<file path="src/rtl/patch_router_if.sv">
// Audio crossbar bus: strobe, dry/effect samples, route selects, routed outputs.
// Latency: n/a (wires only).
// Backpressure: none; the sample strobe is a push-only valid.
interface patch_router_if #(
    parameter int SAMPLE_W = 16
);
    logic                       sample_valid;
    logic signed [SAMPLE_W-1:0] dry_in;
    logic signed [SAMPLE_W-1:0] crush_out;
    logic signed [SAMPLE_W-1:0] distortion_out;
    logic signed [SAMPLE_W-1:0] filter_out;
    logic signed [SAMPLE_W-1:0] reverb_out;
    logic signed [SAMPLE_W-1:0] delay_out;
    logic [2:0]                 output_src;
    logic [2:0]                 crush_src;
    logic [2:0]                 distortion_src;
    logic [2:0]                 filter_src;
    logic [2:0]                 reverb_src;
    logic [2:0]                 delay_src;
    logic signed [SAMPLE_W-1:0] crush_in;
    logic signed [SAMPLE_W-1:0] distortion_in;
    logic signed [SAMPLE_W-1:0] filter_in;
    logic signed [SAMPLE_W-1:0] reverb_in;
    logic signed [SAMPLE_W-1:0] delay_in;
    logic signed [SAMPLE_W-1:0] audio_out;
    logic                       out_valid;
    logic                       fading;

    modport master (
        output sample_valid, dry_in, crush_out, distortion_out, filter_out, reverb_out, delay_out,
        output output_src, crush_src, distortion_src, filter_src, reverb_src, delay_src,
        input  crush_in, distortion_in, filter_in, reverb_in, delay_in, audio_out, out_valid, fading
    );

    modport slave (
        input  sample_valid, dry_in, crush_out, distortion_out, filter_out, reverb_out, delay_out,
        input  output_src, crush_src, distortion_src, filter_src, reverb_src, delay_src,
        output crush_in, distortion_in, filter_in, reverb_in, delay_in, audio_out, out_valid, fading
    );
endinterface

</file>
<file path="src/rtl/patch_router.sv">
// Click-free audio crossbar: routes dry/effect samples to effect inputs and a gain-faded output.
// Latency: 1 clk from sample_valid to registered outputs (out_valid pulse).
// Backpressure: none; route changes are deferred through a fade-out/switch/fade-in sequence.
module patch_router #(
    parameter int SAMPLE_W  = 16,
    parameter int FADE_LOG2 = 6
) (
    input  logic          clk,
    input  logic          rst_n,
    patch_router_if.slave bus
);
    localparam int GW = FADE_LOG2 + 1;
    localparam int PW = SAMPLE_W + FADE_LOG2 + 1;
    localparam logic [GW-1:0] GAIN_MAX = {1'b1, {FADE_LOG2{1'b0}}};
    localparam logic [GW-1:0] GAIN_ONE = {{FADE_LOG2{1'b0}}, 1'b1};

    // Route slot indices into the applied/live select arrays.
    localparam int OUT   = 0;
    localparam int CRUSH = 1;
    localparam int DIST  = 2;
    localparam int FILT  = 3;
    localparam int REV   = 4;
    localparam int DLY   = 5;

    typedef enum logic [1:0] {IDLE, FADE_OUT, SWITCH, FADE_IN} state_t;

    state_t                     r_state;
    logic                       r_fading;
    logic [GW-1:0]              r_gain;
    logic [2:0]                 r_app [6];
    logic signed [SAMPLE_W-1:0] r_crush_in, r_dist_in, r_filt_in, r_rev_in, r_dly_in, r_audio;
    logic                       r_out_valid;

    logic [2:0]                 w_live [6];
    logic signed [SAMPLE_W-1:0] w_pool [8];
    logic signed [SAMPLE_W-1:0] w_mux  [6];
    logic                       w_mismatch;
    logic signed [PW-1:0]       w_prod;
    logic signed [SAMPLE_W-1:0] w_scaled;

    // Code 6 is illegal and behaves exactly like 7 (not in chain).
    function automatic logic [2:0] legalise(input logic [2:0] s);
        return (s == 3'd6) ? 3'd7 : s;
    endfunction

    assign w_live[OUT]   = legalise(bus.output_src);
    assign w_live[CRUSH] = legalise(bus.crush_src);
    assign w_live[DIST]  = legalise(bus.distortion_src);
    assign w_live[FILT]  = legalise(bus.filter_src);
    assign w_live[REV]   = legalise(bus.reverb_src);
    assign w_live[DLY]   = legalise(bus.delay_src);

    assign w_pool[0] = bus.dry_in;
    assign w_pool[1] = bus.delay_out;
    assign w_pool[2] = bus.reverb_out;
    assign w_pool[3] = bus.filter_out;
    assign w_pool[4] = bus.distortion_out;
    assign w_pool[5] = bus.crush_out;
    assign w_pool[6] = '0;
    assign w_pool[7] = '0;

    for (genvar i = 0; i < 6; i++) begin : g_mux
        assign w_mux[i] = w_pool[r_app[i]];
    end

    // Any live route differing from the applied one requests a fade sequence.
    always_comb begin
        w_mismatch = 1'b0;
        for (int i = 0; i < 6; i++) begin
            if (w_live[i] != r_app[i]) w_mismatch = 1'b1;
        end
    end

    // Signed sample times unsigned gain; the arithmetic shift undoes the gain scale exactly at max.
    assign w_prod   = PW'(w_mux[OUT]) * $signed(PW'({1'b0, r_gain}));
    assign w_scaled = SAMPLE_W'(w_prod >>> FADE_LOG2);

    // Fade sequencer: gain steps once per sample, the route snapshot happens only at silence.
    always_ff @(posedge clk or negedge rst_n) begin
        if (!rst_n) begin
            r_state  <= IDLE;
            r_fading <= 1'b0;
            r_gain   <= GAIN_MAX;
            r_app[OUT] <= 3'd0;
            for (int i = 1; i < 6; i++) r_app[i] <= 3'd7;
        end else begin
            case (r_state)
                IDLE: begin
                    if (w_mismatch) begin
                        r_state  <= FADE_OUT;
                        r_fading <= 1'b1;
                    end
                end
                FADE_OUT: begin
                    if (r_gain == '0) begin
                        r_state <= SWITCH;
                    end else if (bus.sample_valid) begin
                        r_gain <= r_gain - GAIN_ONE;
                        if (r_gain == GAIN_ONE) r_state <= SWITCH;
                    end
                end
                SWITCH: begin
                    for (int i = 0; i < 6; i++) r_app[i] <= w_live[i];
                    r_state <= FADE_IN;
                end
                FADE_IN: begin
                    if (w_mismatch) begin
                        // Reverse direction from wherever the ramp currently is.
                        r_state <= FADE_OUT;
                        if (bus.sample_valid && r_gain != '0) r_gain <= r_gain - GAIN_ONE;
                    end else if (r_gain == GAIN_MAX) begin
                        r_state  <= IDLE;
                        r_fading <= 1'b0;
                    end else if (bus.sample_valid) begin
                        r_gain <= r_gain + GAIN_ONE;
                        if (r_gain == GAIN_MAX - GAIN_ONE) begin
                            r_state  <= IDLE;
                            r_fading <= 1'b0;
                        end
                    end
                end
                default: begin
                    r_state  <= IDLE;
                    r_fading <= 1'b0;
                end
            endcase
        end
    end

    // Sample datapath: capture routed samples and the faded output on each strobe, hold otherwise.
    always_ff @(posedge clk or negedge rst_n) begin
        if (!rst_n) begin
            r_crush_in  <= '0;
            r_dist_in   <= '0;
            r_filt_in   <= '0;
            r_rev_in    <= '0;
            r_dly_in    <= '0;
            r_audio     <= '0;
            r_out_valid <= 1'b0;
        end else begin
            r_out_valid <= bus.sample_valid;
            if (bus.sample_valid) begin
                r_crush_in <= w_mux[CRUSH];
                r_dist_in  <= w_mux[DIST];
                r_filt_in  <= w_mux[FILT];
                r_rev_in   <= w_mux[REV];
                r_dly_in   <= w_mux[DLY];
                r_audio    <= w_scaled;
            end
        end
    end

    assign bus.crush_in      = r_crush_in;
    assign bus.distortion_in = r_dist_in;
    assign bus.filter_in     = r_filt_in;
    assign bus.reverb_in     = r_rev_in;
    assign bus.delay_in      = r_dly_in;
    assign bus.audio_out     = r_audio;
    assign bus.out_valid     = r_out_valid;
    assign bus.fading        = r_fading;
endmodule
</file>
<file path="src/flat_wrapper.sv">
// flat-port wrapper written by rule: the top's interface ports become plain ports
module patch_router_flat 
#(
    parameter int SAMPLE_W  = 16,
    parameter int FADE_LOG2 = 6
)
  (clk, rst_n, bus_sample_valid, bus_dry_in, bus_crush_out, bus_distortion_out, bus_filter_out, bus_reverb_out, bus_delay_out, bus_output_src, bus_crush_src, bus_distortion_src, bus_filter_src, bus_reverb_src, bus_delay_src, bus_crush_in, bus_distortion_in, bus_filter_in, bus_reverb_in, bus_delay_in, bus_audio_out, bus_out_valid, bus_fading);
  patch_router_if #(.SAMPLE_W(SAMPLE_W)) bus_i ();
  input  logic clk;
  input  logic rst_n;
  input wire logic [$bits(bus_i.sample_valid)-1:0] bus_sample_valid;
  input wire logic [$bits(bus_i.dry_in)-1:0] bus_dry_in;
  input wire logic [$bits(bus_i.crush_out)-1:0] bus_crush_out;
  input wire logic [$bits(bus_i.distortion_out)-1:0] bus_distortion_out;
  input wire logic [$bits(bus_i.filter_out)-1:0] bus_filter_out;
  input wire logic [$bits(bus_i.reverb_out)-1:0] bus_reverb_out;
  input wire logic [$bits(bus_i.delay_out)-1:0] bus_delay_out;
  input wire logic [$bits(bus_i.output_src)-1:0] bus_output_src;
  input wire logic [$bits(bus_i.crush_src)-1:0] bus_crush_src;
  input wire logic [$bits(bus_i.distortion_src)-1:0] bus_distortion_src;
  input wire logic [$bits(bus_i.filter_src)-1:0] bus_filter_src;
  input wire logic [$bits(bus_i.reverb_src)-1:0] bus_reverb_src;
  input wire logic [$bits(bus_i.delay_src)-1:0] bus_delay_src;
  output wire logic [$bits(bus_i.crush_in)-1:0] bus_crush_in;
  output wire logic [$bits(bus_i.distortion_in)-1:0] bus_distortion_in;
  output wire logic [$bits(bus_i.filter_in)-1:0] bus_filter_in;
  output wire logic [$bits(bus_i.reverb_in)-1:0] bus_reverb_in;
  output wire logic [$bits(bus_i.delay_in)-1:0] bus_delay_in;
  output wire logic [$bits(bus_i.audio_out)-1:0] bus_audio_out;
  output wire logic [$bits(bus_i.out_valid)-1:0] bus_out_valid;
  output wire logic [$bits(bus_i.fading)-1:0] bus_fading;
  assign bus_i.sample_valid = bus_sample_valid;
  assign bus_i.dry_in = bus_dry_in;
  assign bus_i.crush_out = bus_crush_out;
  assign bus_i.distortion_out = bus_distortion_out;
  assign bus_i.filter_out = bus_filter_out;
  assign bus_i.reverb_out = bus_reverb_out;
  assign bus_i.delay_out = bus_delay_out;
  assign bus_i.output_src = bus_output_src;
  assign bus_i.crush_src = bus_crush_src;
  assign bus_i.distortion_src = bus_distortion_src;
  assign bus_i.filter_src = bus_filter_src;
  assign bus_i.reverb_src = bus_reverb_src;
  assign bus_i.delay_src = bus_delay_src;
  assign bus_crush_in = bus_i.crush_in;
  assign bus_distortion_in = bus_i.distortion_in;
  assign bus_filter_in = bus_i.filter_in;
  assign bus_reverb_in = bus_i.reverb_in;
  assign bus_delay_in = bus_i.delay_in;
  assign bus_audio_out = bus_i.audio_out;
  assign bus_out_valid = bus_i.out_valid;
  assign bus_fading = bus_i.fading;
  patch_router #(.SAMPLE_W(SAMPLE_W), .FADE_LOG2(FADE_LOG2)) u_core (.clk(clk), .rst_n(rst_n), .bus(bus_i));
endmodule
</file>
<file path="config.mk">
export PLATFORM = sky130hd
export DESIGN_NAME = patch_router_flat
export DESIGN_NICKNAME = d
export VERILOG_FILES = /design/src/rtl/patch_router_if.sv /design/src/rtl/patch_router.sv /design/src/flat_wrapper.sv
export SDC_FILE = /design/constraint.sdc
export NUM_CORES = 1
export LEC_CHECK = 0
export CORE_MARGIN = 1.5
export CORE_UTILIZATION = 40
export DETAILED_ROUTE_END_ITERATION = 6
export PLACE_DENSITY = 0.61
export REMOVE_ABC_BUFFERS = 1
export SLEW_MARGIN = 10
export SYNTH_ARGS = -nofsm -noshare
export SYNTH_HDL_FRONTEND = slang
export SYNTH_SLANG_ARGS = --single-unit
</file>
<file path="constraint.sdc">
create_clock -name clk -period 6.5 [get_ports clk]
set_clock_uncertainty 0.05 [all_clocks]
set_input_delay 1.3 -clock clk [delete_from_list [all_inputs] [get_ports clk]]
set_output_delay 1.3 -clock clk [all_outputs]
set_load 0.05 [all_outputs]
</file>
==> results of run 1 <==
-- path summary, 6_finish.rpt --
kind / from / end / slack (ns) / cells past startpoint
max in group asynchronous: rst_n / u_core.bus.crush_in[7] / 4.76 / 2
worst max register to register: u_core.r_app[16] / u_core.bus.audio_out[7] / 0.63 / 21
worst min register to register: u_core.bus.audio_out[6] / u_core.bus.audio_out[6] / 0.44 / 1
min in group asynchronous: rst_n / u_core.bus.filter_in[11] / 0.94 / 2
worst min-delay path: u_core.bus.audio_out[6] / u_core.bus.audio_out[6] / 0.44 / 1
worst max-delay path: bus_filter_out[9] / u_core.bus.audio_out[11] / 0.25 / 19
-- cells in the final DEF, fill, tap and decap left out, types with 7 or more instances in the layout --
master	n
sky130_fd_sc_hd__dfrtp_1	108
sky130_fd_sc_hd__xor2_1	8
sky130_fd_sc_hd__mux2_2	92
sky130_fd_sc_hd__nand3_1	7
sky130_fd_sc_hd__mux4_2	96
sky130_fd_sc_hd__o21ai_0	12
sky130_fd_sc_hd__dfstp_2	16
sky130_fd_sc_hd__clkbuf_16	17
sky130_fd_sc_hd__a21o_1	9
sky130_fd_sc_hd__nor3_1	10
sky130_fd_sc_hd__a21oi_1	36
sky130_fd_sc_hd__clkdlybuf4s50_1	209
sky130_fd_sc_hd__fa_1	80
sky130_fd_sc_hd__a221oi_1	82
sky130_fd_sc_hd__mux2i_1	15
sky130_fd_sc_hd__ha_1	50
sky130_fd_sc_hd__xnor2_1	31
sky130_fd_sc_hd__nor2b_1	36
sky130_fd_sc_hd__nand2_1	36
sky130_fd_sc_hd__nor2_1	248
sky130_fd_sc_hd__inv_1	115
sky130_fd_sc_hd__nand2b_1	15
sky130_fd_sc_hd__buf_4	149
-- logic make-up after synthesis --
logic type | share of synthesized area
xor gates and xnor gates | 0.0263
AOI/OAI and AO/OA | 0.107
DFF | 0.242
muxes | 0.259
adders and majority gates | 0.171
and+or+nand+nor | 0.133
buffers and inverters | 0.0623
-- what timing repair did --
action | in CTS | in global routing
setup endpoints to repair | 0 | 5
resized for setup | 0 | 7
buffers inserted | 0 | 0
-- routing by layer --
metal,up-vias,track usage,share of wire
met1,5698,0.354,0.41
met2,545,0.422,0.47
met4,0,0.121,0.038
met3,95,0.0453,0.082
met5,-,0,0
li1,5141,-,-
-- stage by stage --
| step | hold slack, ns | area (um2) | setup TNS (ns) |
|---|---|---|---|
| 6_report | 0.444 | 17100 | 0 |
| 5_1_grt | 0.480 | 17000 | 0 |
| 4_1_cts | 0.448 | 17000 | 0 |
| 3_5_place_dp | 0.432 | 16400 | -2.01 |
| 3_3_place_gp | 0.431 | 16400 | -1.51 |
| 2_1_floorplan | 0.479 | 12700 | 0 |
-- registers in the layout, summed over array words and instances (netlist names) --
name                      cells
u_core.r_state                2
u_core.bus.crush_in          16
u_core.bus.filter_in         16
u_core.bus.fading             1
u_core.bus.delay_in          16
u_core.bus.distortion_in     16
u_core.bus.reverb_in         16
u_core.r_app                 18
u_core.r_gain                 7
u_core.bus.audio_out         16
u_core.bus.out_valid          1
-- layout make-up --
cell class	instances	area share
Clock inverter	14	0.00866
Clock buffer	18	0.0258
Timing Repair Buffer	361	0.191
Inverter	122	0.0269
Tap cell	435	0.0319
Multi-Input combinational cell	939	0.531
Antenna cell	5	0.000734
Sequential cell	125	0.185
==> impl_metrics.toml, run 1 <==
[synthesis]
ys_seq_area_frac = 0.242
synth_cells = 1271
ys_types = 62
synth.top_cells.by_area = "sky130_fd_sc_hd__dfrtp_1 21%, sky130_fd_sc_hd__mux4_2 17%, sky130_fd_sc_hd__fa_1 12%"
post_synth_instance_area_um2 = 13000
yosys-top-cells-count = "248 x sky130_fd_sc_hd__nor2_1, 116 x sky130_fd_sc_hd__inv_1, 109 x sky130_fd_sc_hd__dfrtp_1"
synth_top_cell_area_share = 0.210
yosys.area.top_type = "sky130_fd_sc_hd__dfrtp_1"
postSynth.asyncResetShare = 1.00
synth_ff_type = "sky130_fd_sc_hd__dfrtp_1"
register_bit_total_from_synthesis = 125
yosys.cell_count.top_type = "sky130_fd_sc_hd__nor2_1"
synthesis.yosys.warnings = 0
post_synth.cell_area_avg_um2 = 10.2
synth-edff-count = 0

[detailed_routing]
drt_wl_cell_um = 21.2
detailedRoute.firstIterationViolations = 968
drt-total-wl_um = 42800
via_cell_ratio = 5.69
route.vias.total = 11479
remaining_drc_errors = 0
first_pass_iters = 6
drt.antenna.violating_nets = 0

[clocking]
cts.root.buffer_cell = "sky130_fd_sc_hd__clkbuf_16"
reg_clk_slew_reported_paths_ns = 0.06
clock_tree.buffer_depth = 2
tritoncts = "done"
cts_buffers = 17
cts-hold-fix-buffers = 0
cts-htree-levels = 4
clk-insertion-delay-late_ns = 0.44
cts_num_sinks = 125

[placement]
pre_cts_ws_ns = -0.263
place.detailed.instances = 1982
gp_congestion = 0.878
port_buffers = 214
dp.final_hpwl_um = 30500

[sta]
period_needed_ns = 6.25
period_share = 0.961
final-max-slew-violation-count = 0
finalWorstSetupSlack_ns = 0.254
grt_setup_unrepaired = "false"
final-hold-violation-count = 0
max_slew.worst_pin.slew_ns = 1.31
timing.final.setup_violations = 0
relSlewSlack = 0.121
clock.fmax_ghz = 0.160

[global_routing]
grt-ovfl-total = 0
global_route_wire_length_before_repair_um = 67400
groute.usage.overall = 0.265
vias_in_the_first_global_route = 11822
grt_antenna_before_repair = 4
pin_count_of_the_biggest_net_entering_global_routing = 82

[critical_path]
timing.critical_path.slowest_cell_delay_ns = 0.53
cpMostUsedCell = "sky130_fd_sc_hd__fa_1"
worst_path_dominant_cell_family = "adder cells"
critical_path.startpoint_type = "input port"
critPathCaptureType = "flip-flop"
cp.buffers_inverters = 4
worst-path-max-fanout = 4
arrival_ns = 6.52
crit_path_cell_trace = "clkdlybuf4s50_1, mux4_2, a21oi_1, nor2b_1, fa_1, fa_1, fa_1, inv_1, fa_1, inv_1, ha_1, a21o_1, a21o_1, a21o_1, a32oi_1, buf_4, nand3b_1, xor2_1, mux2_2"
path_class = "input port to flip-flop"
crit_slowest_cell = "sky130_fd_sc_hd__fa_1"
critPathRequiredTime_ns = 6.77

[finish]
drive_above_1_share = 0.252
utilization = 0.536
nets = 1813
n_fill_cell = 2855
instances_no_fill = 2019
area_grow_syn2layout_pct = 31.1
layout.area.seq_um2 = 3150
multi_input_comb_area_um2 = 9050

[floorplanning]
die_h_um = 183
die_w_um = 183
die_outline_area_um2 = 33600
initial_core_util = 0.409
core-area_um2 = 31800
row_count = 65
floorplan.io_pins = 215

[min_path]
worstHoldPathType = "flip-flop to flip-flop"

[outcome]
status = "finished clean"

[run]
number_of_max_cap_violations = 0
Power of run 1 is left out: the tool's default activity adds up to more than one toggle a clock period on the data nets, which glitch-free logic cannot reach.
==> inputs of run 2 (changes only) <==
Settings changed: CORE_ASPECT_RATIO set to 1.1.
Clock period 6.5 ns to 6.9 ns, I/O delays scaled along.
==> impl_metrics.toml, run 2 (same netlist as run 1, synthesis figures left out) <==
[outcome]
status = "finished clean"

[global_routing]
grt_antenna_before_repair = 5
vias_in_the_first_global_route = 11394
grt-ovfl-total = 0
global_route_wire_length_before_repair_um = 66200
groute.usage.overall = 0.261
pin_count_of_the_biggest_net_entering_global_routing = 85

[critical_path]
worst_path_dominant_cell_family = "adder cells"
crit_path_cell_trace = "clkdlybuf4s50_1, mux4_2, a21oi_2, nor2_1, fa_1, inv_1, fa_1, inv_1, fa_1, inv_1, fa_1, inv_1, ha_1, a21o_1, a21oi_1, o21ai_0, a32oi_1, buf_4, nand3b_1, a2111oi_0, nand3b_1"
crit_slowest_cell = "sky130_fd_sc_hd__fa_1"
path_class = "input port to flip-flop"
arrival_ns = 6.83
critical_path.startpoint_type = "input port"
critPathRequiredTime_ns = 7.22
timing.critical_path.slowest_cell_delay_ns = 0.56
cp.buffers_inverters = 6
worst-path-max-fanout = 6
critPathCaptureType = "flip-flop"

[sta]
relSlewSlack = 0.144
final-hold-violation-count = 0
period_needed_ns = 6.51
max_slew.worst_pin.slew_ns = 1.28
grt_setup_unrepaired = "false"
clock.fmax_ghz = 0.154
timing.final.setup_violations = 0
finalWorstSetupSlack_ns = 0.387
period_share = 0.944
final-max-slew-violation-count = 0

[floorplanning]
die_w_um = 175
row_count = 69
floorplan.io_pins = 215
initial_core_util = 0.405
die_h_um = 192
die_outline_area_um2 = 33600
core-area_um2 = 32100

[placement]
pre_cts_ws_ns = -0.118
gp_congestion = 0.826
place.detailed.instances = 1888
dp.final_hpwl_um = 29300
port_buffers = 214
placed_cell_area_um2 = 15800

[clocking]
cts_buffers = 17
cts-htree-levels = 4
tritoncts = "done"
cts.root.buffer_cell = "sky130_fd_sc_hd__clkbuf_16"
clock_tree.buffer_depth = 2
post_cts.resized_instances = 0
cts-hold-fix-buffers = 0
cts.repair_timing.setup_buffer_count = 0
clk-insertion-delay-late_ns = 0.44
reg_clk_slew_reported_paths_ns = 0.06
cts_num_sinks = 125

[finish]
top_register = "u_core.r_app"
nets = 1728
area_grow_syn2layout_pct = 26.1
drive_above_1_share = 0.207
instances_no_fill = 1925
flip_flop_count_of_the_largest_register_all_copies_and_words_added = 18
layout.area.seq_um2 = 3150
n_fill_cell = 3032
final_cell_mix = "246 x sky130_fd_sc_hd__nor2_1, 212 x sky130_fd_sc_hd__clkdlybuf4s50_1, 115 x sky130_fd_sc_hd__inv_1, 108 x sky130_fd_sc_hd__dfrtp_1, 96 x sky130_fd_sc_hd__mux4_2"
multi_input_comb_area_um2 = 9050
post-route-cell-area_um2 = 16400
most_common_cell_after_layout_fill_and_taps_aside = "sky130_fd_sc_hd__nor2_1"

[detailed_routing]
detailedRoute.firstIterationViolations = 875
route.vias.total = 11096
first_pass_iters = 5
drt.antenna.violating_nets = 0
via_cell_ratio = 5.76
remaining_drc_errors = 0
drt-total-wl_um = 42700
drt_wl_cell_um = 22.2

[run]
number_of_max_cap_violations = 0

[min_path]
worstHoldPathType = "flip-flop to flip-flop"
==> run 2: cell count changes in the layout (fill, tap and decap cells not counted), moves of 2 or more <==
cell                              previous run  this run
sky130_fd_sc_hd__buf_4                     149        62
sky130_fd_sc_hd__clkbuf_1                    0         6
sky130_fd_sc_hd__clkbuf_8                    1         3
sky130_fd_sc_hd__clkdlybuf4s50_1           209       212
sky130_fd_sc_hd__dlymetal6s2s_1              3         0
sky130_fd_sc_hd__inv_6                       5         0
sky130_fd_sc_hd__inv_8                       4         0
sky130_fd_sc_hd__nor2_1                    248       246
sky130_fd_sc_hd__nor2_2                      0         2
==> run 2: area by class of cell <==
cell class                      instances  area share
Antenna cell                            5    0.000763
Sequential cell                       125       0.192
Clock buffer                           26      0.0298
Clock inverter                          6     0.00542
Multi-Input combinational cell        939       0.552
Timing Repair Buffer                  276       0.160
Inverter                              122      0.0279
Tap cell                              426      0.0325
==> run 2: layer usage <==
layer  track usage  vias up  part of all wire
met3        0.0505      103             0.075
met4         0.110        4             0.037
met2         0.427      488              0.48
met5             0        -           0.00063
li1              -     4973                 -
met1         0.339     5528              0.41
==> run 2: path summary, 6_finish.rpt <==
check | startpoint | endpoint | slack [ns] | cells after the start
max in group asynchronous | rst_n | u_core.r_app[17] | 4.62 | 2
min in group asynchronous | rst_n | u_core.bus.out_valid | 0.89 | 1
worst min-delay path | u_core.bus.audio_out[6] | u_core.bus.audio_out[6] | 0.43 | 1
worst max-delay path | bus_delay_out[5] | u_core.bus.audio_out[12] | 0.39 | 21
worst min register to register | u_core.bus.audio_out[6] | u_core.bus.audio_out[6] | 0.43 | 1
worst max register to register | u_core.r_app[17] | u_core.bus.audio_out[12] | 1.08 | 21
==> run 2: stage by stage <==
| stage | utilization | setup TNS, ns | hold slack, ns |
|---|---|---|---|
| 2_1_floorplan | - | 0 | 0.479 |
| 3_3_place_gp | 0.492 | -0.0256 | 0.415 |
| 3_5_place_dp | 0.492 | -0.255 | 0.424 |
| 4_1_cts | 0.510 | 0 | 0.440 |
| 5_1_grt | 0.510 | 0 | 0.468 |
| 6_report | 0.511 | 0 | 0.431 |
Power of run 2 is left out for the same reason.
==> inputs of run 3 (changes only) <==
Settings changed: MAX_ROUTING_LAYER set to met4, RECOVER_POWER set to 50, SLEW_MARGIN 10 to not set.
==> impl_metrics.toml, run 3 (same netlist as run 1, synthesis figures left out) <==
[global_routing]
vias_in_the_first_global_route = 11418
grt-ovfl-total = 0
global_route.peak_usage_layer = "met2"
groute.usage.overall = 0.269
global_route.usage.met1 = 0.340
global_route_wire_length_before_repair_um = 66100
grt.met3_usage = 0.0481
use_met2 = 0.428
grt_antenna_before_repair = 5
pin_count_of_the_biggest_net_entering_global_routing = 85

[detailed_routing]
drt.antenna.violating_nets = 0
drt_wl_cell_um = 22.1
first_pass_iters = 5
remaining_drc_errors = 0
drt-total-wl_um = 42600
detailedRoute.firstIterationViolations = 921
via_cell_ratio = 5.78
route.vias.total = 11141

[finish]
n_fill_cell = 3042
drive_above_1_share = 0.203
flip_flop_count_of_the_largest_register_all_copies_and_words_added = 18
nets = 1728
most_common_cell_after_layout_fill_and_taps_aside = "sky130_fd_sc_hd__nor2_1"
top_register = "u_core.r_app"
area_grow_syn2layout_pct = 26.0
final_cell_mix = "246 x sky130_fd_sc_hd__nor2_1, 200 x sky130_fd_sc_hd__clkdlybuf4s50_1, 116 x sky130_fd_sc_hd__inv_1, 108 x sky130_fd_sc_hd__dfrtp_1, 96 x sky130_fd_sc_hd__mux4_2"

[sta]
final-hold-violation-count = 0
period_share = 0.944
timing.final.setup_violations = 0
relSlewSlack = -1.51
final-max-slew-violation-count = 317
max_slew.worst_pin.slew_ns = 3.76
finalHoldWorstSlack_ns = 0.431
clock.fmax_ghz = 0.153
period_needed_ns = 6.52
grt_setup_unrepaired = "false"

[clocking]
cts-hold-fix-buffers = 0
cts_buffers = 17
cts.repair_timing.setup_buffer_count = 0
post_cts.resized_instances = 0
tritoncts = "done"
clock_tree.buffer_depth = 2
cts_num_sinks = 125
reg_clk_slew_reported_paths_ns = 0.06
clk-insertion-delay-late_ns = 0.44
cts.root.buffer_cell = "sky130_fd_sc_hd__clkbuf_16"
cts-htree-levels = 4

[placement]
dp.final_hpwl_um = 29300
gp_congestion = 0.839
port_buffers = 214

[min_path]
whs_path_cells = 1
hold_start = "u_core.bus.audio_out[6]"
worstHoldPathType = "flip-flop to flip-flop"
worstHoldEndpoint = "u_core.bus.audio_out[6]"

[critical_path]
reg2reg_depth = 21
rr_startpoint = "u_core.r_app[17]"
timing.rr.end = "u_core.bus.audio_out[12]"
critical_path.startpoint_type = "input port"
worst-path-max-fanout = 6
timing.critical_path.slowest_cell_delay_ns = 0.56
worst_path_dominant_cell_family = "adder cells"
cp.buffers_inverters = 6
crit_path_cell_trace = "clkdlybuf4s50_1, mux4_2, a21oi_2, nor2_1, fa_1, inv_1, fa_1, inv_1, fa_1, inv_1, fa_1, inv_1, ha_1, a21o_1, a21oi_1, o21ai_0, a32oi_1, buf_4, nand3b_1, a2111oi_0, nand3b_1"
path_class = "input port to flip-flop"
arrival_ns = 6.83
reg2reg_slack_ns = 1.11
crit_slowest_cell = "sky130_fd_sc_hd__fa_1"
critPathRequiredTime_ns = 7.22
critPathCaptureType = "flip-flop"

[floorplanning]
row_count = 69
die_w_um = 175
die_h_um = 192
core-area_um2 = 32100
die_outline_area_um2 = 33600
floorplan.io_pins = 215
initial_core_util = 0.405

[outcome]
violations = "capacitance limit, slew limit"
status = "finished, violations left"

[run]
number_of_max_cap_violations = 5
run 3: worst max-delay path by stage:
stage,from,endpoint,slack (ns),depth (start not counted)
2_1_floorplan,u_core.r_app[15],u_core.bus.audio_out[12],0.59,19
3_3_place_gp,bus_filter_out[5],u_core.bus.audio_out[12],-0.03,21
3_5_place_dp,bus_delay_out[5],u_core.bus.audio_out[12],-0.12,21
4_1_cts,bus_delay_out[5],u_core.bus.audio_out[12],0.33,21
5_1_grt,bus_delay_out[5],u_core.bus.audio_out[12],0.09,21
6_report,bus_delay_out[5],u_core.bus.audio_out[12],0.38,21
run 3: routing by layer:
metal  share of wire  vias to the layer above
li1                -                     4976
met1            0.41                     5561
met2            0.48                      512
met3           0.076                       92
met4           0.034                        0
met5               0                        -
run 3: final cells by class:
cell class	count	area, um2	area share
Inverter	122	458	0.0280
Timing Repair Buffer	276	2600	0.159
Clock buffer	26	489	0.0299
Antenna cell	6	15.0	0.000917
Clock inverter	6	88.8	0.00542
Multi-Input combinational cell	939	9050	0.552
Tap cell	426	533	0.0325
Sequential cell	125	3150	0.192
run 3: through the flow:
stage                     setup WS (ns)  std cells  TNS, ns  cell area (um2)   util
after floorplan                   0.586       1186        0            12700      -
after global placement          -0.0250       1888  -0.0256            15800  0.492
after detailed placement         -0.118       1888   -0.255            15800  0.492
after CTS                         0.325       1920        0            16400  0.510
after global routing             0.0877       1925        0            16400  0.510
final                             0.384       1926        0            16400  0.510
Power of run 3 is left out for the same reason.
